[src/rtl/writeback_pkg.sv]
// writeback_pkg: shared constants and types for the register-file writeback path.
//   REG_COUNT  - number of architectural integer registers
//   REG_ADDR_W - register address width
//   wb_src_e   - arbitration grant (which source owns the write port this cycle)
package writeback_pkg;
  localparam int REG_COUNT  = 32;
  localparam int REG_ADDR_W = $clog2(REG_COUNT);

  typedef enum logic {
    WB_SRC_ALU = 1'b0,
    WB_SRC_MEM = 1'b1
  } wb_src_e;
endpackage

[src/rtl/writeback_if.sv]
// writeback_if: bundles the ALU/load result handshakes, the decode issue and
// scoreboard query signals, and the registered regfile write port.
//   master - the pipeline side (drives results, issue, queries; observes ready/busy/write port)
//   slave  - writeback_ctrl
interface writeback_if
  import writeback_pkg::*;
#(
  parameter int DATA_WIDTH = 32
);
  logic                  alu_valid;
  logic [REG_ADDR_W-1:0] alu_rd;
  logic [DATA_WIDTH-1:0] alu_data;
  logic                  alu_ready;
  logic                  mem_valid;
  logic [REG_ADDR_W-1:0] mem_rd;
  logic [DATA_WIDTH-1:0] mem_data;
  logic                  mem_ready;
  logic                  issue_valid;
  logic [REG_ADDR_W-1:0] issue_rd;
  logic [REG_ADDR_W-1:0] rs1_q;
  logic [REG_ADDR_W-1:0] rs2_q;
  logic                  rs1_busy;
  logic                  rs2_busy;
  logic                  write_enable;
  logic [REG_ADDR_W-1:0] rd;
  logic [DATA_WIDTH-1:0] rd_data;

  modport master (
    output alu_valid, alu_rd, alu_data, mem_valid, mem_rd, mem_data,
           issue_valid, issue_rd, rs1_q, rs2_q,
    input  alu_ready, mem_ready, rs1_busy, rs2_busy, write_enable, rd, rd_data
  );

  modport slave (
    input  alu_valid, alu_rd, alu_data, mem_valid, mem_rd, mem_data,
           issue_valid, issue_rd, rs1_q, rs2_q,
    output alu_ready, mem_ready, rs1_busy, rs2_busy, write_enable, rd, rd_data
  );
endinterface

[src/rtl/writeback_scoreboard.sv]
// writeback_scoreboard: one pending bit per architectural register.
//   clk, rst          - clock, synchronous active-high reset (clears all bits)
//   set_en/set_addr   - decode issued a write to set_addr
//   clr_en/clr_addr   - the write port is committing clr_addr this cycle
//   rs1_q/rs2_q       - query addresses; rs1_busy/rs2_busy - their pending bits
// Register 0 never becomes pending. When the same register is set and cleared at
// one edge the set wins, so a re-issue during the commit cycle keeps it busy.
module writeback_scoreboard
  import writeback_pkg::*;
(
  input  logic                  clk,
  input  logic                  rst,
  input  logic                  set_en,
  input  logic [REG_ADDR_W-1:0] set_addr,
  input  logic                  clr_en,
  input  logic [REG_ADDR_W-1:0] clr_addr,
  input  logic [REG_ADDR_W-1:0] rs1_q,
  input  logic [REG_ADDR_W-1:0] rs2_q,
  output logic                  rs1_busy,
  output logic                  rs2_busy
);
  logic [REG_COUNT-1:0] pending;
  logic [REG_COUNT-1:0] pending_nxt;

  always_comb begin
    pending_nxt = pending;
    if (clr_en) pending_nxt[clr_addr] = 1'b0;
    if (set_en && (set_addr != '0)) pending_nxt[set_addr] = 1'b1;
    pending_nxt[0] = 1'b0;
  end

  always_ff @(posedge clk) begin
    if (rst) pending <= '0;
    else     pending <= pending_nxt;
  end

  // No forwarding: busy stays high through the commit cycle itself.
  assign rs1_busy = pending[rs1_q];
  assign rs2_busy = pending[rs2_q];

  // Decode may only re-issue a pending register in the cycle that commits it.
  a_issue_not_pending: assert property (@(posedge clk) disable iff (rst)
    !(set_en && (set_addr != '0) && pending[set_addr] &&
      !(clr_en && (clr_addr == set_addr))));
endmodule

[src/rtl/writeback_ctrl.sv]
// writeback_ctrl: arbitrates ALU and load results onto the single regfile write
// port, one commit per cycle, with a round-robin flip after contested cycles.
//   clk, rst - clock, synchronous active-high reset
//   bus      - writeback_if.slave: result handshakes, issue/query, write port
// Optional feature macro: WRITEBACK_SCOREBOARD_EN builds the pending-bit
// scoreboard; without it rs1_busy/rs2_busy are tied 0 and issue_* is ignored.
module writeback_ctrl
  import writeback_pkg::*;
#(
  parameter int DATA_WIDTH = 32
)(
  input  logic       clk,
  input  logic       rst,
  writeback_if.slave bus
);
  logic                  prio_mem;
  logic                  alu_rdy;
  logic                  mem_rdy;
  logic                  accept;
  logic                  contested;
  wb_src_e               grant;
  logic [REG_ADDR_W-1:0] acc_rd;
  logic [DATA_WIDTH-1:0] acc_data;
  logic                  we_p1;
  logic [REG_ADDR_W-1:0] rd_p1;
  logic [DATA_WIDTH-1:0] data_p1;

  assign alu_rdy   = ~(bus.mem_valid & prio_mem);
  assign mem_rdy   = ~(bus.alu_valid & ~prio_mem);
  assign contested = bus.alu_valid & bus.mem_valid;

  always_comb begin
    accept = 1'b0;
    grant  = WB_SRC_ALU;
    if (bus.alu_valid && alu_rdy) begin
      accept = 1'b1;
    end else if (bus.mem_valid && mem_rdy) begin
      accept = 1'b1;
      grant  = WB_SRC_MEM;
    end
    acc_rd   = (grant == WB_SRC_MEM) ? bus.mem_rd   : bus.alu_rd;
    acc_data = (grant == WB_SRC_MEM) ? bus.mem_data : bus.alu_data;
  end

  // Stage p1: registered write port. rd==0 results are consumed without a write
  // and leave rd/rd_data holding the last committed value.
  always_ff @(posedge clk) begin
    if (rst) begin
      prio_mem <= 1'b0;
      we_p1    <= 1'b0;
      rd_p1    <= '0;
      data_p1  <= '0;
    end else begin
      if (contested) prio_mem <= (grant == WB_SRC_ALU);
      we_p1 <= accept && (acc_rd != '0);
      if (accept && (acc_rd != '0)) begin
        rd_p1   <= acc_rd;
        data_p1 <= acc_data;
      end
    end
  end

  assign bus.alu_ready    = alu_rdy;
  assign bus.mem_ready    = mem_rdy;
  assign bus.write_enable = we_p1;
  assign bus.rd           = rd_p1;
  assign bus.rd_data      = data_p1;

`ifdef WRITEBACK_SCOREBOARD_EN
  writeback_scoreboard u_scoreboard (
    .clk      (clk),
    .rst      (rst),
    .set_en   (bus.issue_valid),
    .set_addr (bus.issue_rd),
    .clr_en   (we_p1),
    .clr_addr (rd_p1),
    .rs1_q    (bus.rs1_q),
    .rs2_q    (bus.rs2_q),
    .rs1_busy (bus.rs1_busy),
    .rs2_busy (bus.rs2_busy)
  );
`else
  logic unused_sb;
  assign unused_sb    = ^{bus.issue_valid, bus.issue_rd, bus.rs1_q, bus.rs2_q};
  assign bus.rs1_busy = 1'b0;
  assign bus.rs2_busy = 1'b0;
`endif
endmodule

[src/flat_wrapper.sv]
// flat-port wrapper written by rule: the top's interface ports become plain ports
module writeback_ctrl_flat import writeback_pkg::*;
#(
  parameter int DATA_WIDTH = 32
)
  (clk, rst, bus_alu_valid, bus_alu_rd, bus_alu_data, bus_mem_valid, bus_mem_rd, bus_mem_data, bus_issue_valid, bus_issue_rd, bus_rs1_q, bus_rs2_q, bus_alu_ready, bus_mem_ready, bus_rs1_busy, bus_rs2_busy, bus_write_enable, bus_rd, bus_rd_data);
  writeback_if #(.DATA_WIDTH(DATA_WIDTH)) bus_i ();
  input  logic clk;
  input  logic rst;
  input wire logic [$bits(bus_i.alu_valid)-1:0] bus_alu_valid;
  input wire logic [$bits(bus_i.alu_rd)-1:0] bus_alu_rd;
  input wire logic [$bits(bus_i.alu_data)-1:0] bus_alu_data;
  input wire logic [$bits(bus_i.mem_valid)-1:0] bus_mem_valid;
  input wire logic [$bits(bus_i.mem_rd)-1:0] bus_mem_rd;
  input wire logic [$bits(bus_i.mem_data)-1:0] bus_mem_data;
  input wire logic [$bits(bus_i.issue_valid)-1:0] bus_issue_valid;
  input wire logic [$bits(bus_i.issue_rd)-1:0] bus_issue_rd;
  input wire logic [$bits(bus_i.rs1_q)-1:0] bus_rs1_q;
  input wire logic [$bits(bus_i.rs2_q)-1:0] bus_rs2_q;
  output wire logic [$bits(bus_i.alu_ready)-1:0] bus_alu_ready;
  output wire logic [$bits(bus_i.mem_ready)-1:0] bus_mem_ready;
  output wire logic [$bits(bus_i.rs1_busy)-1:0] bus_rs1_busy;
  output wire logic [$bits(bus_i.rs2_busy)-1:0] bus_rs2_busy;
  output wire logic [$bits(bus_i.write_enable)-1:0] bus_write_enable;
  output wire logic [$bits(bus_i.rd)-1:0] bus_rd;
  output wire logic [$bits(bus_i.rd_data)-1:0] bus_rd_data;
  assign bus_i.alu_valid = bus_alu_valid;
  assign bus_i.alu_rd = bus_alu_rd;
  assign bus_i.alu_data = bus_alu_data;
  assign bus_i.mem_valid = bus_mem_valid;
  assign bus_i.mem_rd = bus_mem_rd;
  assign bus_i.mem_data = bus_mem_data;
  assign bus_i.issue_valid = bus_issue_valid;
  assign bus_i.issue_rd = bus_issue_rd;
  assign bus_i.rs1_q = bus_rs1_q;
  assign bus_i.rs2_q = bus_rs2_q;
  assign bus_alu_ready = bus_i.alu_ready;
  assign bus_mem_ready = bus_i.mem_ready;
  assign bus_rs1_busy = bus_i.rs1_busy;
  assign bus_rs2_busy = bus_i.rs2_busy;
  assign bus_write_enable = bus_i.write_enable;
  assign bus_rd = bus_i.rd;
  assign bus_rd_data = bus_i.rd_data;
  writeback_ctrl #(.DATA_WIDTH(DATA_WIDTH)) u_core (.clk(clk), .rst(rst), .bus(bus_i));
endmodule
[config.mk]
export PLATFORM = sky130hd
export DESIGN_NAME = writeback_ctrl_flat
export DESIGN_NICKNAME = d
export VERILOG_FILES = /design/src/rtl/writeback_pkg.sv /design/src/rtl/writeback_if.sv /design/src/rtl/writeback_scoreboard.sv /design/src/rtl/writeback_ctrl.sv /design/src/flat_wrapper.sv
export SDC_FILE = /design/constraint.sdc
export NUM_CORES = 1
export LEC_CHECK = 0
export CAP_MARGIN = 40
export CORE_MARGIN = 4
export CORE_UTILIZATION = 32
export CTS_BUF_LIST = sky130_fd_sc_hd__clkbuf_16
export DETAILED_ROUTE_END_ITERATION = 10
export GPL_ROUTABILITY_DRIVEN = 0
export PLACE_DENSITY = 0.75
export SETUP_SLACK_MARGIN = 0.2
export SYNTH_ARGS = -nofsm -noshare
export SYNTH_HDL_FRONTEND = slang
export SYNTH_SLANG_ARGS = --single-unit
[constraint.sdc]
create_clock -name clk -period 1.9 [get_ports clk]
set_input_delay 0.285 -clock clk [delete_from_list [all_inputs] [get_ports clk]]
set_output_delay 0.285 -clock clk [all_outputs]
set_load 0.05 [all_outputs]
==> impl_summary.md <==
Logic synthesis
After Yosys synthesis, XOR and XNOR cells account for 0.429% of the synthesized area. The most instantiated flip-flop cell in the synthesis netlist is dfxtp_1. After synthesis, the netlist uses 24 different library cells.

The synthesized netlist devotes 25.7% of its cell area to compound gates. The proportion of register bits with asynchronous set or reset after synthesis is 0%. By area, the combinational part of the netlist is dominated by simple AND/OR/NAND/NOR gates.

The number of synthesized flops with an enable pin is 0. Synthesis handed over a netlist of 229 instances. The share of synthesized cell area in full adder, half adder and majority cells is 0%.

After synthesis the netlist holds a flip-flop and latch count of 39. After synthesis, the mean cell area works out to 8.91 um^2. Of the synthesized area, sequential elements account for 38.3%.

The synthesis warning total is 0. After synthesis, the share of cell area in mux cells is 1.96%. In this run the cell area of the synthesized design comes to 0.00204 mm^2. The basic-gate share of the synthesized area counting and, or, nand and nor cells is 26.1%.

STA
Of the available clock period, the critical path in the final layout requires 91.1%. The clock arrives with 0.00279 ns of skew. Setup repair after global routing could not meet its margin everywhere.

The max-slew violation count was 0. The hold violation count in the final report came to 0. The clock period minus worst slack is 1.73 ns. The maximum clock rate is 578 MHz.

For the pin with the worst max-slew slack, the measured transition is 0.694 ns. The final sum of negative setup slack is 0 ns. Headroom to the max-slew limit came out at 53.7%. The count of endpoints failing setup in the final report is 0.

Global routing
The first global-routing pass estimated 11100 um of wire. The pin count of the biggest net entering global routing is 38. The via count of the first global-routing pass is 2297. The global router's overall resource usage is 18.2%. The number of antenna violations at the first check in global routing came to 0. The total overflow left after global routing is 0.

Die
In this run the count of I/O pins placed on the die edge is 136. The number of placement rows is 28. The die is 87.8 um wide.

The initial utilization of the core area, before any placement, comes to 33.6%. The area of the die is 0.00771 mm^2. The region available for standard cell placement spans 0.00606 mm^2. The height of the die is 87.8 um.

Final layout
The number of filler cells placed in the layout is 531. In the final layout, the multi-input gates occupy 0.00121 mm^2. The share of post-route cells with drive strength above 1 is 22.4%. With fillers left out, the area of the finished cells amounts to 0.00375 mm^2.

The commonest non-fill, non-tap cell in the layout is clkdlybuf4s50_1. The antenna diode count is 0. Relative to the synthesized area, the layout overhead comes to 83.9%. In the layout the commonest cells are 68 x clkdlybuf4s50_1, 39 x dfxtp_1, 35 x nand2_1.

In the final design database the tool counted 445 nets. Across the whole layout, storage elements account for 781 um^2.

Drt
The count of nets left with antenna violations once routing finished came out at 0. The number of search-and-repair iterations in the first detailed-routing pass is 4. The number of remaining DRC errors is 0. The routed via count is 2229. In this run, the number of DRC markers left after iteration 0 of detailed routing was 65. Wires add up to 7010 um.

The detail-routed via count per cell is 5.22. After detailed routing, the average wire length per cell comes to 16.4 um.

Setup path
On the critical path, the stage with the largest delay is an instance of or4_4. The required time at the worst-slack endpoint is 2.08 ns. At the worst endpoint, the arrival time is 1.92 ns. For this run, the slowest stage of the critical path takes 0.53 ns.

Of all nets on the critical path, the largest fanout is 5. The critical path's most frequent cell is buf_12. The worst setup path is captured at a flip-flop.

STA classifies the critical path startpoint as an input pin. The buffers plus inverters on the worst setup path is 3. The family with the most delay on the worst path is simple AND/OR/NAND/NOR gates.

The signal on the critical path passes through buf_6 -> or4_4 -> o211a_4 -> or2_4 -> buf_12 -> buf_12 -> a311oi_2. The class of the most critical setup path is in2reg.

Clock tree
The root buffer cell chosen for the clock tree is clkbuf_16. The clock passes through at most 2 buffers. The clock net in this run drives a total of 39 sinks. The number of levels the H-tree was split into is 2. The clock latency on the worst-skew pair is 0.27 ns. The clock tree from TritonCTS is done. For this design, the CTS-stage hold fixing added 0 buffers.

After clock tree synthesis, the clock-pin slew on the worst setup and hold paths is 0.06 ns. TritonCTS created 5 clock buffers.

Power
The power density of the placed cells is 759 mW/mm^2. IR analysis of the VDD net gives a maximum drop of 0.409 mV. In this run the static leakage power is 1.64 nW.

Job
Across the run, the number of max-cap violations was 0.

Status
The flow ran to the end, and the final reports show no timing, DRC or antenna violations.

Placement
The number of buffers inserted by port buffering is 117. Summing all placed instances gives a cell area of 0.00337 mm^2. The HPWL reported at the end of detailed placement is 4790 um.

Worst hold path
The worst hold-check path type is in2reg.
[sequential cells by signal, indices dropped and copies added (netlist names)]
name,cells
u_core.prio_mem,1
u_core.bus.write_enable,1
u_core.bus.rd,5
u_core.bus.rd_data,32
[Yosys cell counts (2+ instances only)]
| cell | instances | area, um^2 |
|---|---|---|
| a311oi_2 | 25 | 375 |
| nor2_1 | 2 | 7.51 |
| nor3_1 | 33 | 165 |
| a311oi_1 | 8 | 70.1 |
| clkbuf_1 | 21 | 78.8 |
| buf_6 | 4 | 45.0 |
| mux2i_1 | 4 | 40.0 |
| nor2b_1 | 2 | 12.5 |
| nand2_1 | 35 | 131 |
| buf_4 | 2 | 15.0 |
| a21oi_1 | 2 | 10.0 |
| nand2b_1 | 5 | 31.3 |
| o32ai_1 | 5 | 43.8 |
| nand3_1 | 32 | 160 |
| dfxtp_1 | 39 | 781 |
| inv_1 | 2 | 7.51 |
[logic make-up (layout without fill, tap and decap cells)]
logic type | Yosys count | count (layout)
compound gates | 42 | 42
mux | 4 | 4
flops | 39 | 39
other cells | 1 | 2
buf+inv | 30 | 152
xor+xnor | 1 | 1
simple gates | 112 | 112
[timing repair]
item,CTS,global route
endpoints found under the setup margin,66,47
setup buffers,3,1
cloned,4,0
resized for setup,64,17
pin swaps,5,3
[per-layer routing]
metal / GRT usage, % / wire length (um) / share of wire (%)
met1: 20.6 / 2860 / 41
met2: 33.8 / 3560 / 51
met3: 5.46 / 552 / 7.9
met4: 3.21 / 36 / 0.51
met5: 0 / 0 / 0
[tightest hold or removal path: stages]
cell     delay (ns)
buf_6          0.07
mux2i_1        0.07
o32ai_2        0.19
[stage by stage]
| step | utilization [%] | cells | setup WS, ns | hold WS, ns | total power, mW |
|---|---|---|---|---|---|
| final | 61.9 | 427 | 0.169 | 0.384 | 2.85 |
| after global routing | 61.9 | 427 | 0.109 | 0.394 | 2.97 |
| after detailed placement | 55.6 | 411 | -0.471 | 0.479 | 2.02 |
| after floorplan | - | 230 | 0.0696 | 0.453 | 1.59 |
| after CTS | 61.1 | 426 | 0.161 | 0.393 | 2.87 |
| after global placement | 55.6 | 411 | -0.429 | 0.477 | 2.01 |
[final timing paths]
| check | from | end | depth (start not counted) | slack (ns) |
|---|---|---|---|---|
| worst max-delay path | bus_alu_rd[4] | u_core.bus.rd_data[11]$_SDFFE_PP0P_ | 7 | 0.17 |
| worst min-delay path | bus_alu_rd[4] | u_core.bus.rd[4]$_SDFFE_PP0P_ | 3 | 0.38 |
| worst max register to register | u_core.prio_mem$_SDFFE_PP0P_ | u_core.bus.rd_data[11]$_SDFFE_PP0P_ | 6 | 0.40 |
| worst min register to register | u_core.bus.rd[4]$_SDFFE_PP0P_ | u_core.bus.rd[4]$_SDFFE_PP0P_ | 2 | 0.49 |
[area by class of cell]
| cell class | instances | area share, % |
|---|---|---|
| clock buffer | 5 | 3.34 |
| timing repair buffer | 141 | 40.5 |
| clock inverter | 3 | 0.334 |
| multi-input combinational | 161 | 32.2 |
| tap | 75 | 2.50 |
| sequential | 39 | 20.8 |
| inverter | 3 | 0.300 |
[power breakdown]
group	total [mW]	switching [mW]	internal, mW	leakage (nW)
sequential	0.944	0.0407	0.903	0.324
combinational	1.13	0.644	0.484	1.24
clock	0.776	0.302	0.474	0.0762
Power figures use the tool's default switching activity.
